### src/rtl/uart_loader.sv
// uart_loader: serial boot loader. Receives an 8N1 framed image, assembles
// little-endian words, writes them to core memory, and releases the core
// once the XOR checksum of the payload matches.
module uart_loader #(
  parameter int CLK_HZ = 50_000_000,
  parameter int BAUD   = 115200,
  parameter int DEPTH  = 2056,
  parameter int ADDR_W = 12
) (
  input  logic              clk,
  input  logic              reset,
  input  logic              ser_rx,
  output logic              mem_we,
  output logic [ADDR_W-1:0] mem_addr,
  output logic [31:0]       mem_wdata,
  output logic              cpu_run,
  output logic              err,
  output logic [15:0]       byte_cnt
);

  localparam int DIV  = CLK_HZ / BAUD;
  localparam int HALF = DIV / 2;
  localparam int CW   = $clog2(DIV + 1);

  localparam logic [CW-1:0] HALF_M1 = CW'(HALF - 1);
  localparam logic [CW-1:0] FULL_M1 = CW'(DIV - 1);
  localparam logic [31:0]   DEPTH_V = 32'(DEPTH);

  typedef enum logic [1:0] {RX_IDLE, RX_START, RX_DATA, RX_STOP} rx_t;
  typedef enum logic [2:0] {F_SYNC, F_LEN0, F_LEN1, F_DATA, F_CSUM, F_DONE} fr_t;

  // ---------------- RX front end ----------------
  rx_t           rx_st, rx_nx;
  logic          s1, s2, s3;
  logic          fall;
  logic [CW-1:0] cnt;
  logic [2:0]    bit_idx;
  logic [7:0]    shreg;
  logic          rx_valid, rx_ferr;
  logic [7:0]    rx_byte;
  logic          tick_half, tick_full;

  assign fall      = s3 & ~s2;
  assign tick_half = (cnt == HALF_M1);
  assign tick_full = (cnt == FULL_M1);
  assign rx_byte   = shreg;

  // Receiver state register
  always_ff @(posedge clk) begin
    if (!reset) rx_st <= RX_IDLE;
    else        rx_st <= rx_nx;
  end

  // Receiver next state: half-period start check, 8 data bits, stop bit
  always_comb begin
    rx_nx = rx_st;
    case (rx_st)
      RX_IDLE:  if (fall) rx_nx = RX_START;
      RX_START: if (tick_half) rx_nx = s2 ? RX_IDLE : RX_DATA;
      RX_DATA:  if (tick_full && bit_idx == 3'd7) rx_nx = RX_STOP;
      RX_STOP:  if (tick_full) rx_nx = RX_IDLE;
      default:  rx_nx = RX_IDLE;
    endcase
  end

  // Synchronizer, bit timer, shift register and byte/framing-error pulses
  always_ff @(posedge clk) begin
    if (!reset) begin
      s1       <= 1'b1;
      s2       <= 1'b1;
      s3       <= 1'b1;
      cnt      <= '0;
      bit_idx  <= '0;
      shreg    <= '0;
      rx_valid <= 1'b0;
      rx_ferr  <= 1'b0;
    end else begin
      s1       <= ser_rx;
      s2       <= s1;
      s3       <= s2;
      rx_valid <= 1'b0;
      rx_ferr  <= 1'b0;
      cnt      <= cnt + 1'b1;
      case (rx_st)
        RX_IDLE: begin
          cnt     <= '0;
          bit_idx <= '0;
        end
        RX_START: if (tick_half) cnt <= '0;
        RX_DATA: if (tick_full) begin
          cnt     <= '0;
          shreg   <= {s2, shreg[7:1]};
          bit_idx <= bit_idx + 1'b1;
        end
        RX_STOP: if (tick_full) begin
          cnt      <= '0;
          rx_valid <= s2;
          rx_ferr  <= ~s2;
        end
        default: cnt <= '0;
      endcase
    end
  end

  // ---------------- Frame FSM ----------------
  fr_t         f_st, f_nx;
  logic [7:0]  len_lo;
  logic [15:0] len;
  logic [15:0] n_cand;
  logic [7:0]  csum;
  logic [23:0] wbuf;
  logic        last_byte;
  logic        do_clr, do_lo, do_hi, do_data, do_err, do_run;

  assign n_cand    = {rx_byte, len_lo};
  assign last_byte = ({2'b00, byte_cnt} + 18'd1) == {len, 2'b00};

  // Frame state register
  always_ff @(posedge clk) begin
    if (!reset) f_st <= F_SYNC;
    else        f_st <= f_nx;
  end

  // Frame next state and datapath controls; only rx pulses move it
  always_comb begin
    f_nx    = f_st;
    do_clr  = 1'b0;
    do_lo   = 1'b0;
    do_hi   = 1'b0;
    do_data = 1'b0;
    do_err  = 1'b0;
    do_run  = 1'b0;
    if (rx_ferr && f_st != F_DONE) begin
      do_err = 1'b1;
      f_nx   = F_SYNC;
    end else if (rx_valid) begin
      case (f_st)
        F_SYNC: if (rx_byte == 8'hA5) begin
          do_clr = 1'b1;
          f_nx   = F_LEN0;
        end
        F_LEN0: begin
          do_lo = 1'b1;
          f_nx  = F_LEN1;
        end
        F_LEN1: begin
          do_hi = 1'b1;
          if (n_cand == 16'd0)                 f_nx = F_CSUM;
          else if ({16'd0, n_cand} > DEPTH_V) begin
            do_err = 1'b1;
            f_nx   = F_SYNC;
          end else                             f_nx = F_DATA;
        end
        F_DATA: begin
          do_data = 1'b1;
          if (last_byte) f_nx = F_CSUM;
        end
        F_CSUM: begin
          if (rx_byte == csum) begin
            do_run = 1'b1;
            f_nx   = F_DONE;
          end else begin
            do_err = 1'b1;
            f_nx   = F_SYNC;
          end
        end
        F_DONE:  f_nx = F_DONE;
        default: f_nx = F_SYNC;
      endcase
    end
  end

  // Word assembly, write strobe, address advance and status flags
  always_ff @(posedge clk) begin
    if (!reset) begin
      mem_we    <= 1'b0;
      mem_addr  <= '0;
      mem_wdata <= '0;
      cpu_run   <= 1'b0;
      err       <= 1'b0;
      byte_cnt  <= '0;
      len_lo    <= '0;
      len       <= '0;
      csum      <= '0;
      wbuf      <= '0;
    end else begin
      mem_we <= 1'b0;
      // address moves on the cycle after the strobe so it is stable during it
      if (mem_we) mem_addr <= mem_addr + 1'b1;
      if (do_clr) begin
        err      <= 1'b0;
        byte_cnt <= '0;
        csum     <= '0;
        mem_addr <= '0;
      end
      if (do_lo) len_lo <= rx_byte;
      if (do_hi) len    <= n_cand;
      if (do_data) begin
        csum     <= csum ^ rx_byte;
        byte_cnt <= byte_cnt + 16'd1;
        case (byte_cnt[1:0])
          2'd0: wbuf[7:0]   <= rx_byte;
          2'd1: wbuf[15:8]  <= rx_byte;
          2'd2: wbuf[23:16] <= rx_byte;
          default: begin
            mem_wdata <= {rx_byte, wbuf};
            mem_we    <= 1'b1;
          end
        endcase
      end
      if (do_err) err     <= 1'b1;
      if (do_run) cpu_run <= 1'b1;
    end
  end

endmodule

### config.mk
export PLATFORM = sky130hd
export DESIGN_NAME = uart_loader
export DESIGN_NICKNAME = d
export VERILOG_FILES = /design/src/rtl/uart_loader.sv
export SDC_FILE = /design/constraint.sdc
export NUM_CORES = 1
export LEC_CHECK = 0
export ABC_AREA = 1
export CORE_MARGIN = 4
export CORE_UTILIZATION = 61
export CTS_BUF_LIST = sky130_fd_sc_hd__clkbuf_4 sky130_fd_sc_hd__clkbuf_8 sky130_fd_sc_hd__clkbuf_16
export CTS_CLUSTER_SIZE = 40
export DETAILED_ROUTE_END_ITERATION = 12
export GPL_ROUTABILITY_DRIVEN = 0
export GPL_TIMING_DRIVEN = 0
export PLACE_DENSITY = 0.85
export SLEW_MARGIN = 40
export SYNTH_ARGS = -nofsm -noshare
export SYNTH_HDL_FRONTEND = slang
export SYNTH_SLANG_ARGS = --single-unit
### constraint.sdc
create_clock -name clk -period 3.1 [get_ports clk]
set_clock_uncertainty 0.2 [all_clocks]
set_input_delay 0.62 -clock clk [delete_from_list [all_inputs] [get_ports clk]]
set_output_delay 0.62 -clock clk [all_outputs]
set_load 0.01 [all_outputs]
After elaboration in Yosys (flattened, before gate mapping)
Index checks and enable logic that the tools add are counted.
Storage, ports and cells
  flip-flop bits (word level): 149
Operators by class
  magnitude comparators: 1
  bitwise logic cells: 5
  equal/unequal tests: 24
  multiplexer cells: 47
  reductions and logical operators: 23
  add/subtract/negate cells: 5
Operators by type and width (number)
  16-bit 2-to-1 mux: 2
  9-bit case mux with 3 select lines: 1
  1-bit 2-to-1 mux: 25
  17-bit by 18-bit == test with 1-bit output: 1
  9-bit 2-to-1 mux: 2
  3-bit case mux with 6 select lines: 1
  16-bit by 1-bit adder with 17-bit output (second input constant): 1
  16-bit by 1-bit adder with 16-bit output (second input constant): 1
  16-bit by 12-bit greater-than comparator with 1-bit output (second input constant): 1
  16-bit zero test: 1
  8-bit 2-to-1 mux: 2
  3-bit 2-to-1 mux: 5
  2-bit inequality test (second input constant): 7
  2-bit AND reduction: 7
  12-bit by 1-bit adder with 12-bit output (second input constant): 1
  2-bit 2-to-1 mux: 6
  9-bit by 1-bit adder with 9-bit output (second input constant): 1
  3-bit == test (second input constant): 3
  9-bit by 8-bit == test with 1-bit output (second input constant): 1
  9-bit == test (second input constant): 1
  8-bit == test: 1
  8-bit == test (second input constant): 1
  2-bit case mux with 4 select lines: 1
  8-bit XOR: 1
  18 further kinds: 31

Depth between registers and ports, before layout
Gate-level depths: netlist of run 1.
  depth after elaboration: 7
  mapped depth: 16
  mapped depth without buffers: 16

Least setup slack after synthesis of run 1
OpenSTA, ideal clock, no wires.
  kind: register to register
  from: register byte_cnt[1]
  to: register f_st[1]
  cell stages (with the launch flop): 17
  path buffers: 0
  slack: 995 ps
  arrival: 1790 ps
  cells stage by stage: dfxtp_1 -> ha_1 -> nand2_2 -> nor2_4 -> nand2_2 -> nand2_2 -> nand2_1 -> nand2_1 -> nand2_1 -> nor2_1 -> nand2_1 -> nor2_2 -> nand3_2 -> nand2_4 -> nand3_1 -> nand2_1 -> nor2_1
On the way
  longest elaborated chain between the ends: 4
Ends and longest elaborated chain
  start: declaration: RTL line 18  | output logic [15:0] byte_cnt
  start signal: assignment: RTL line 200  | byte_cnt <= byte_cnt + 16'd1;
  16-bit by 1-bit adder with 17-bit output: RTL line 116  | assign last_byte = ({2'b00, byte_cnt} + 18'd1) == {len, 2'b00};
  17-bit by 18-bit == test with 1-bit output: RTL line 116
  2-bit inequality test (no line)
  3-bit AND reduction (no line)
  end signal: assignment: RTL line 121  | else f_st <= f_nx;
  end: declaration: RTL line 106  | fr_t f_st, f_nx;
Every way passes these cells.
A chain may end at the register's enable or synchronous reset.

Final worst setup path of run 1
  from: register byte_cnt[0]
  to: output byte_cnt[0]
No word-level cell between the ends.

==> flow_metrics.py, run 1 <==
metrics = {
    "die": {
        "die_area_sq_um": 12200,
        "die_h_um": 111,
        "core_sq_um": 10300,
        "rows": 37,
        "die_w_um": 111,
        "ios": 66,
        "initial_core_util": 0.626,
    },
    "sta": {
        "period_minus_slack_ns": 2.48,
        "period_share": 0.799,
        "worst_pin_slew_ns": 0.759,
        "timing.fmax_mhz": 404,
        "setup_violations": 0,
        "relSlewSlack": 0.490,
        "rsz0062_at_grt": "no",
        "finalSetupTns_ns": 0,
        "slew_violations": 0,
        "setup_ws_ns": 0.622,
        "hold_slack_ns": 0.223,
        "hold_viol": 0,
    },
    "yosys": {
        "synth_edf_count": 0,
        "yosysWarnings": 0,
        "synthFlopType": "dfxtp_1",
        "syn-instance-count": 874,
        "ys_ff_latch": 149,
        "ys_seq_area_frac": 0.464,
        "synth_top_area_frac": 0.464,
        "syn_nets": 888,
        "synth_area_leaders": "dfxtp_1 (46%), nand2_1 (8.7%), a21oi_1 (8.3%)",
        "async_flop_share": 0,
        "synth_common_cells": "dfxtp_1 (149), nand2_1 (149), nor2_1 (108)",
        "syn_area_sq_um": 6430,
        "yosys.area.top_type": "dfxtp_1",
        "yosysUniqueCellTypes": 35,
        "synth_area_per_cell_sq_um": 7.36,
    },
    "clock_network": {
        "cts_hold_buf": 0,
        "clock_latency_ns": 0.53,
        "post_cts_buffers": 0,
        "cts.sinks": 149,
        "cts.reportedPaths.clkPinSlew_ns": 0.06,
        "cts_buffer_depth": 2,
        "cts-root-buf": "clkbuf_8",
        "cts_tree": "done",
        "ctsHtreeMaxLevel": 4,
        "cts_inserted_buffers": 17,
        "post_cts_resized": 0,
    },
    "placement": {
        "port_buffers": 64,
        "hpwl_um": 11300,
        "post-place-ws_ns": 0.694,
    },
    "grt": {
        "grtUsageTotal": 0.283,
        "grt_pass1_wl_um": 28700,
        "overflow": 0,
        "grt_max_degree": 17,
        "grt_pass1_vias": 6069,
        "antenna_found_initial": 0,
    },
    "power_and_ir_drop": {
        "ir_worst_vdd_v": 0.000371,
        "power_density_nw_per_um2": 540,
        "p_leak_nw": 3.20,
    },
    "critical_path": {
        "rr_worst_depth": 16,
        "crit_family": "buffers and inverters",
        "slowest_stage": "clkdlybuf4s50_1",
        "start_kind": "register",
        "reg2reg_from": "byte_cnt[0]$_SDFFE_PN0P_",
        "critical_path_arrival_ns": 1.66,
        "cpPeakStageDelay_ns": 0.61,
        "cp_num_cells": 1,
        "worstSetupEndpointType": "output port",
        "ff2ff_setup_slack_ns": 0.66,
        "startpoint": "byte_cnt[0]$_SDFFE_PN0P_",
        "critPathMaxFanout": 8,
        "reg2reg_to": "f_st[0]$_SDFFE_PP0P_",
        "critical_path_class": "register to output port",
        "required_ns": 2.28,
        "path_cells": "clkdlybuf4s50_1",
        "crit_path_end": "byte_cnt[0]",
        "cp_num_buf_inv": 1,
    },
    "drt": {
        "wl_met2_um": 8190,
        "dr.max_layer_used": "met4",
        "routed_wl_um": 17100,
        "vias": 6212,
        "drt_pass1_iterations": 6,
        "drc": 0,
        "routed_via_density": 5.63,
        "wl_met1_um": 7070,
        "ant_nets": 0,
        "wl_per_cell_um": 15.5,
        "dr_wl_met3_um": 1220,
        "drtIter0Drc": 671,
    },
    "outcome": {
        "status": "complete, no violations",
    },
    "finish": {
        "syn_to_final_growth_pct": 22.5,
        "drive_above_1_share": 0.0651,
        "antenna_cells": 0,
        "fin_nets": 971,
    },
    "worst_hold_path": {
        "hold_path_class": "register to register",
    },
    "run": {
        "max-cap-violations": 0,
    },
}
[how the worst min path moves through the flow]
stage / start / to / slack (ns) / depth (start not counted)
detailed placement: s1$_SDFF_PN1_ / s2$_SDFF_PN1_ / 0.21 / 1
finish: s1$_SDFF_PN1_ / s2$_SDFF_PN1_ / 0.22 / 1
global route: s1$_SDFF_PN1_ / s2$_SDFF_PN1_ / 0.25 / 1
floorplan: s1$_SDFF_PN1_ / s2$_SDFF_PN1_ / 0.19 / 1
global placement: s1$_SDFF_PN1_ / s2$_SDFF_PN1_ / 0.19 / 1
CTS: s1$_SDFF_PN1_ / s2$_SDFF_PN1_ / 0.22 / 1
[logic make-up after synthesis]
kind of cell,synth area share
AND/OR/NAND/NOR,0.250
AO/OA/AOI/OAI,0.169
flip-flops,0.464
buffers and inverters,0.0716
XOR/XNOR,0.0232
adder cells (fa/ha/maj),0.0214
multiplexers,0.00156
[worst reg2reg max path, cell delays in order, from the launching register on]
cell and delay, ns:
dfxtp_1 0.51, ha_1 0.26, nand2_2 0.09, nor2_4 0.19, nand2_2 0.11, nand2_2 0.08, nand2_1 0.06, nand2_1 0.05
nand2_1 0.05, nor2_1 0.10, nand2_1 0.07, nor2_2 0.15, nand3_2 0.10, nand2_4 0.10, nand3_1 0.09, nand2_1 0.08
inv_1 0.03
[registers in the layout, summed over array words and instances (netlist names), named ones only]
name	count
s2	1
cnt	9
rx_byte	8
len	16
mem_we	1
rx_ferr	1
mem_wdata	32
rx_st	1
bit_idx	3
mem_addr	12
len_lo	8
s1	1
byte_cnt	16
f_st	3
rx_valid	1
wbuf	24
cpu_run	1
err	1
csum	8
s3	1
[through the flow]
step	cells	instance area [sq um]	power (mW)	util
3_3_place_gp	1074	7240	2.06	0.705
6_report	1104	7870	4.25	0.766
4_1_cts	1104	7870	4.26	0.766
2_1_floorplan	874	6430	2.04	-
5_1_grt	1104	7870	4.36	0.766
3_5_place_dp	1074	7240	2.06	0.705
[report_power, final]
part,internal (mW),switching [mW],total (mW)
combinational,0.0259,0.0698,0.0957
sequential,1.92,0.00748,1.93
clock,1.42,0.806,2.22
total,3.37,0.883,4.25
[per-layer routing]
layer | vias up | track usage
met5 | - | 0
met3 | 59 | 0.0617
met2 | 318 | 0.471
li1 | 3027 | -
met4 | 0 | 0.134
met1 | 2808 | 0.348
[cells in the final DEF, fill, tap and decap left out, types with 5 or more instances in the layout]
cell type / netlist / layout
nor3_1: 10 / 10
nand2_2: 6 / 6
buf_2: 8 / 8
inv_1: 84 / 84
clkdlybuf4s50_1: 0 / 64
bufinv_16: 0 / 5
a21oi_1: 107 / 107
nor2_1: 108 / 108
nand2_1: 149 / 149
dfxtp_1: 149 / 149
clkbuf_1: 25 / 25
clkbuf_16: 0 / 16
o21ai_0: 97 / 97
ha_1: 11 / 11
xor2_1: 14 / 14
nand4_1: 12 / 12
nor4_1: 5 / 5
nand3_1: 50 / 50
[final cells by class]
cell class,instances,area (sq um)
flip-flops and latches,149,2980
fillers,764,2400
clock inverters,11,198
repair buffers,64,641
clock buffers,19,435
multi-input cells,605,2990
well taps,136,170
plain buffers,33,134
inverters,87,327
(Power assumes the default switching activity.)
==> run 2, diff against run 1 <==
Settings changed: CORE_UTILIZATION 61 to 51, PLACE_DENSITY 0.85 to 0.76.
Clock period 3.1 ns to 2.1 ns, I/O delays scaled along.
==> run 2 against run 1 <==
  * The flow now finishes with violations (negative setup slack)
  * Critical endpoint is now f_st[1]$_SDFFE_PP0P_
  * Wire length is 0.94% lower
  * Final cell count is 4.8% higher
  * Sequential power is 47% higher
  * Count of clock-buffer cells in the layout is 1 lower
  * Setup slack worse by 0.66 ns
  * Critical path type is now register to register
  * Highest routed layer unchanged
  * Global-route usage is 4.5 points lower
  * Sequential cell count stayed put
  * Register-to-register slack worse by 0.70 ns
  * Die area is 18% higher
==> flow_metrics.py, run 2 (synthesized netlist as in run 1, its figures left out) <==
metrics = {
    "finish": {
        "syn_to_final_growth_pct": 29.0,
        "final_common_cell": "nand2_1",
        "largest_reg_flops": 32,
        "reg.largest.list": "mem_wdata: 32 flops, wbuf: 24 flops",
        "fin_nets": 991,
        "drive_above_1_share": 0.152,
        "final_cell_mix": "nand2_1 (144), dfxtp_1 (131), a21oi_1 (106), nor2_1 (102), o21ai_0 (87)",
        "finalNonFillerCells": 1157,
        "largest-register": "mem_wdata",
        "antenna_cells": 0,
    },
    "sta": {
        "period_minus_slack_ns": 2.14,
        "period_share": 1.02,
        "setup_violations": 3,
        "finalSetupTns_ns": -0.0721,
        "rsz0062_at_grt": "yes",
        "setup_ws_ns": -0.0355,
        "hold_viol": 0,
        "relSlewSlack": 0.514,
        "worst_pin_slew_ns": 0.729,
        "timing.fmax_mhz": 468,
        "slew_violations": 0,
    },
    "grt": {
        "grt_pass1_wl_um": 27800,
        "grt_max_degree": 17,
        "grt_pass1_vias": 5888,
        "grtUsageTotal": 0.238,
        "overflow": 0,
        "antenna_found_initial": 0,
    },
    "drt": {
        "drtIter0Drc": 506,
        "routed_via_density": 5.38,
        "vias": 6224,
        "drt_pass1_iterations": 5,
        "routed_wl_um": 16900,
        "wl_per_cell_um": 14.6,
        "ant_nets": 0,
        "drc": 0,
    },
    "power_and_ir_drop": {
        "power_density_nw_per_um2": 740,
        "comb_power_share": 0.024,
        "p_int_mw": 4.78,
        "power.clock.fraction": 0.513,
        "seqPwrFrac": 0.463,
        "swShare": 0.220,
        "switching_power_mw": 1.35,
        "p_leak_nw": 3.38,
        "ir_worst_vdd_v": 0.000607,
    },
    "placement": {
        "port_buffers": 64,
        "hpwl_um": 11500,
        "place_inst": 1106,
    },
    "critical_path": {
        "cpPeakStageDelay_ns": 0.38,
        "critPathMaxFanout": 5,
        "required_ns": 2.22,
        "crit_family": "simple AND/OR/NAND/NOR gates",
        "start_kind": "register",
        "crit_top_cell": "nand3_2",
        "critical_path_arrival_ns": 2.25,
        "ff2ff_setup_slack_ns": -0.04,
        "worstSetupEndpointType": "register",
        "cp_num_buf_inv": 0,
        "critical_path_class": "register to register",
        "slowest_stage": "dfxtp_4",
        "path_cells": "ha_4 > nand2_4 > nor2_4 > nand3_2 > nand3_1 > o21ai_0 > nor2_1 > nand2_1 > nor2_2 > nand3_2 > nand2_4 > nand3_2 > nand2_1 > nor2_1",
    },
    "die": {
        "core_sq_um": 12200,
        "ios": 66,
        "initial_core_util": 0.529,
        "die_w_um": 120,
        "die_h_um": 120,
        "die_area_sq_um": 14500,
        "rows": 40,
    },
    "clock_network": {
        "cts_buffer_depth": 2,
        "ctsHtreeMaxLevel": 4,
        "cts_tree": "done",
        "cts_hold_buf": 0,
        "cts.sinks": 149,
        "cts.reportedPaths.clkPinSlew_ns": 0.06,
        "cts_inserted_buffers": 17,
        "clock_latency_ns": 0.42,
        "cts-root-buf": "clkbuf_16",
    },
    "outcome": {
        "status": "complete, but fails checks",
        "violations": "negative setup slack",
    },
    "worst_hold_path": {
        "hold_path_class": "register to register",
    },
    "run": {
        "max-cap-violations": 0,
    },
}
==> run 2: cell types whose count changed in the layout (fill, tap and decap cells not counted), sizes merged <==
cell | before | now
bufinv | 5 | 3
clkbuf | 44 | 43
inv | 88 | 90
buf | 8 | 28
clkinvlp | 1 | 3
==> run 2: through the flow <==
stage	area, sq um	utilization	setup WS (ns)	total power [mW]	hold slack (ns)
final	8290	0.682	-0.0355	6.13	0.211
after global routing	8290	0.682	-0.194	6.32	0.235
after CTS	8100	0.666	-0.00460	6.16	0.217
after detailed placement	7280	0.599	-0.343	3.05	0.203
after global placement	7280	0.599	-0.331	3.04	0.200
after floorplan	6430	-	0.000910	3.01	0.193
==> run 2: power by group through the flow <==
stage,clock network [mW],registers [mW],logic [mW]
after CTS,3.18,2.84,0.139
after detailed placement,0,2.91,0.137
after global placement,0,2.91,0.134
final,3.15,2.84,0.146
after floorplan,0,2.91,0.0997
after global routing,3.31,2.84,0.166
==> run 2: worst paths after layout <==
path	to	from	cells after the start
min reg2reg	s2$_SDFF_PN1_	s1$_SDFF_PN1_	1
max reg2reg	f_st[1]$_SDFFE_PP0P_	byte_cnt[0]$_SDFFE_PN0P_	14
max	f_st[1]$_SDFFE_PP0P_	byte_cnt[0]$_SDFFE_PN0P_	14
min	s2$_SDFF_PN1_	s1$_SDFF_PN1_	1
==> run 2: area by class of cell <==
type / instances / area, sq um
timing repair buffer: 85 / 802
fill: 1047 / 3870
buffer: 32 / 151
tap: 168 / 210
clock buffer: 18 / 439
sequential: 149 / 3020
multi-input combinational: 605 / 3160
clock inverter: 13 / 171
inverter: 87 / 339
==> run 2: what timing repair did <==
| action | in CTS | in global routing |
|---|---|---|
| endpoints found under the setup margin | 85 | 112 |
| buffers inserted | 10 | 11 |
| resized for setup | 40 | 71 |
| pin swaps | 15 | 19 |
==> run 2: metal layers <==
metal  wire length [um]  vias to the layer above  GRT usage
li1                   -                     3077          -
met1               7390                     2871      0.302
met2               8130                      227      0.391
met3                902                       49     0.0454
met4                517                        0      0.111
met5                  0                        -          0
==> run 3, diff against run 2 <==
Settings changed: CORE_ASPECT_RATIO set to 0.9, SETUP_SLACK_MARGIN set to 0.5, SKIP_CTS_REPAIR_TIMING set to 1.
==> run 3 against run 2 <==
  * The flow still finishes with violations (negative setup slack)
  * Die area about the same
  * Sequential share of layout area decreased by 0.75 points
  * Power decreased by 3.4%
  * Global-route usage decreased by 0.39 points
  * Highest routed layer unchanged
==> flow_metrics.py, run 3 (synthesized netlist as in run 1, its figures left out) <==
metrics = {
    "die": {
        "rows": 38,
        "die_h_um": 115,
        "core_sq_um": 12200,
        "die_w_um": 126,
        "initial_core_util": 0.528,
        "die_area_sq_um": 14500,
        "ios": 66,
    },
    "finish": {
        "final_common_cell": "nand2_1",
        "syn_to_final_growth_pct": 34.4,
        "largest_reg_flops": 32,
        "fin_nets": 1005,
        "antenna_cells": 0,
        "stdcell_area_sq_um": 8640,
        "final_cell_mix": "nand2_1 (127), dfxtp_1 (110), nor2_1 (100), a21oi_1 (91), o21ai_0 (87)",
        "reg.largest.list": "mem_wdata: 32 flops, wbuf: 24 flops",
        "largest-register": "mem_wdata",
        "drive_above_1_share": 0.250,
    },
    "grt": {
        "grtUsageTotal": 0.234,
        "overflow": 0,
        "grtUsageMet3": 0.0462,
        "grt_max_degree": 17,
        "antenna_found_initial": 0,
        "gr-usage-met1": 0.315,
        "grt_pass1_wl_um": 27600,
        "use_met2": 0.385,
        "grt_pass1_vias": 5724,
        "grt.busiest_layer": "met2",
    },
    "critical_path": {
        "reg2reg_from": "byte_cnt[0]$_SDFFE_PN0P_",
        "worstSetupEndpointType": "register",
        "critical_path_class": "register to register",
        "crit_top_cell": "nand2_1",
        "critical_path_arrival_ns": 2.24,
        "ff2ff_setup_slack_ns": -0.03,
        "slowest_stage": "dfxtp_4",
        "path_cells": "ha_4 > nand3_2 > nor2_4 > nand4_1 > nand3_1 > nand2_1 > inv_1 > nand2_1 > nor2_2 > nand3_2 > nand2_4 > nand3_1 > nand2_1 > nor2_1",
        "cpPeakStageDelay_ns": 0.40,
        "critPathMaxFanout": 8,
        "reg2reg_to": "f_st[2]$_SDFFE_PP0P_",
        "required_ns": 2.21,
        "crit_family": "simple AND/OR/NAND/NOR gates",
        "cp_num_buf_inv": 1,
        "start_kind": "register",
        "cp_num_cells": 14,
        "rr_worst_depth": 14,
    },
    "clock_network": {
        "cts_buffer_depth": 2,
        "clock_latency_ns": 0.42,
        "cts_tree": "done",
        "ctsHtreeMaxLevel": 4,
        "cts.reportedPaths.clkPinSlew_ns": 0.07,
        "cts_inserted_buffers": 17,
        "cts.sinks": 149,
        "cts-root-buf": "clkbuf_16",
    },
    "sta": {
        "period_minus_slack_ns": 2.13,
        "setup_violations": 5,
        "setup_ws_ns": -0.0278,
        "hold_viol": 0,
        "period_share": 1.01,
        "worst_pin_slew_ns": 0.888,
        "hold_slack_ns": 0.216,
        "timing.fmax_mhz": 470,
        "rsz0062_at_grt": "yes",
        "relSlewSlack": 0.408,
        "slew_violations": 0,
    },
    "drt": {
        "drc": 0,
        "drt_pass1_iterations": 5,
        "routed_wl_um": 18200,
        "vias": 6452,
        "routed_via_density": 5.54,
        "wl_per_cell_um": 15.7,
        "ant_nets": 0,
        "drtIter0Drc": 474,
    },
    "worst_hold_path": {
        "hold_path_class": "register to register",
        "hp-start": "s1$_SDFF_PN1_",
        "whs_path_depth": 1,
        "min_to": "s2$_SDFF_PN1_",
    },
    "placement": {
        "port_buffers": 64,
        "hpwl_um": 11600,
        "detailed_place.area_sq_um": 7420,
    },
    "outcome": {
        "violations": "negative setup slack",
        "status": "complete, but fails checks",
    },
    "power_and_ir_drop": {
        "p_leak_nw": 3.71,
        "power_density_nw_per_um2": 686,
        "ir_worst_vdd_v": 0.000585,
    },
    "run": {
        "max-cap-violations": 0,
    },
}
run 3: cell count changes in the layout (fill, tap and decap cells not counted), moves of 15 or more:
cell | previous run | this run
clkbuf_2 | 8 | 23
dfxtp_1 | 131 | 110
nand2_1 | 144 | 127
a21oi_2 | 1 | 16
a21oi_1 | 106 | 91
clkdlybuf4s50_1 | 64 | 32
run 3: worst max-delay path by stage:
stage                                   startpoint                         to
final                     byte_cnt[0]$_SDFFE_PN0P_       f_st[2]$_SDFFE_PP0P_
after global routing      byte_cnt[0]$_SDFFE_PN0P_       f_st[1]$_SDFFE_PP0P_
after CTS                 byte_cnt[1]$_SDFFE_PN0P_       f_st[2]$_SDFFE_PP0P_
after detailed placement                     reset  byte_cnt[12]$_SDFFE_PN0P_
after global placement                       reset  byte_cnt[14]$_SDFFE_PN0P_
after floorplan           byte_cnt[1]$_SDFFE_PN0P_       f_st[1]$_SDFFE_PP0P_
run 3: final cells by class:
class / count / area, sq um
Fill cell: 972 / 3530
Multi-Input combinational cell: 605 / 3350
Sequential cell: 149 / 3080
Timing Repair Buffer: 98 / 861
Clock buffer: 18 / 450
Inverter: 87 / 355
Buffer: 33 / 229
Tap cell: 160 / 200
Clock inverter: 14 / 115
run 3: per-stage QoR:
stage               utilization  total power [mW]  TNS, ns  std cells  setup WS, ns
floorplan                     -              3.01        0        874         0.204
global placement          0.609              3.05    -2.12       1098        -0.222
detailed placement        0.609              3.05    -2.90       1098        -0.261
CTS                       0.656              5.93   -0.154       1130       -0.0534
global route              0.710              6.10    -1.53       1164        -0.214
finish                    0.710              5.93   -0.101       1164       -0.0278
run 3: layer usage:
layer | share of wire | vias up
met5 | 0 | -
met1 | 0.43 | 3065
met3 | 0.066 | 34
met4 | 0.016 | 0
li1 | - | 3119
met2 | 0.49 | 234
run 3: power breakdown:
group | internal (mW) | switching, mW | leakage [nW]
combinational | 0.0524 | 0.131 | 2.21
clock | 1.61 | 1.31 | 0.280
sequential | 2.81 | 0.00995 | 1.23
total | 4.48 | 1.45 | 3.71
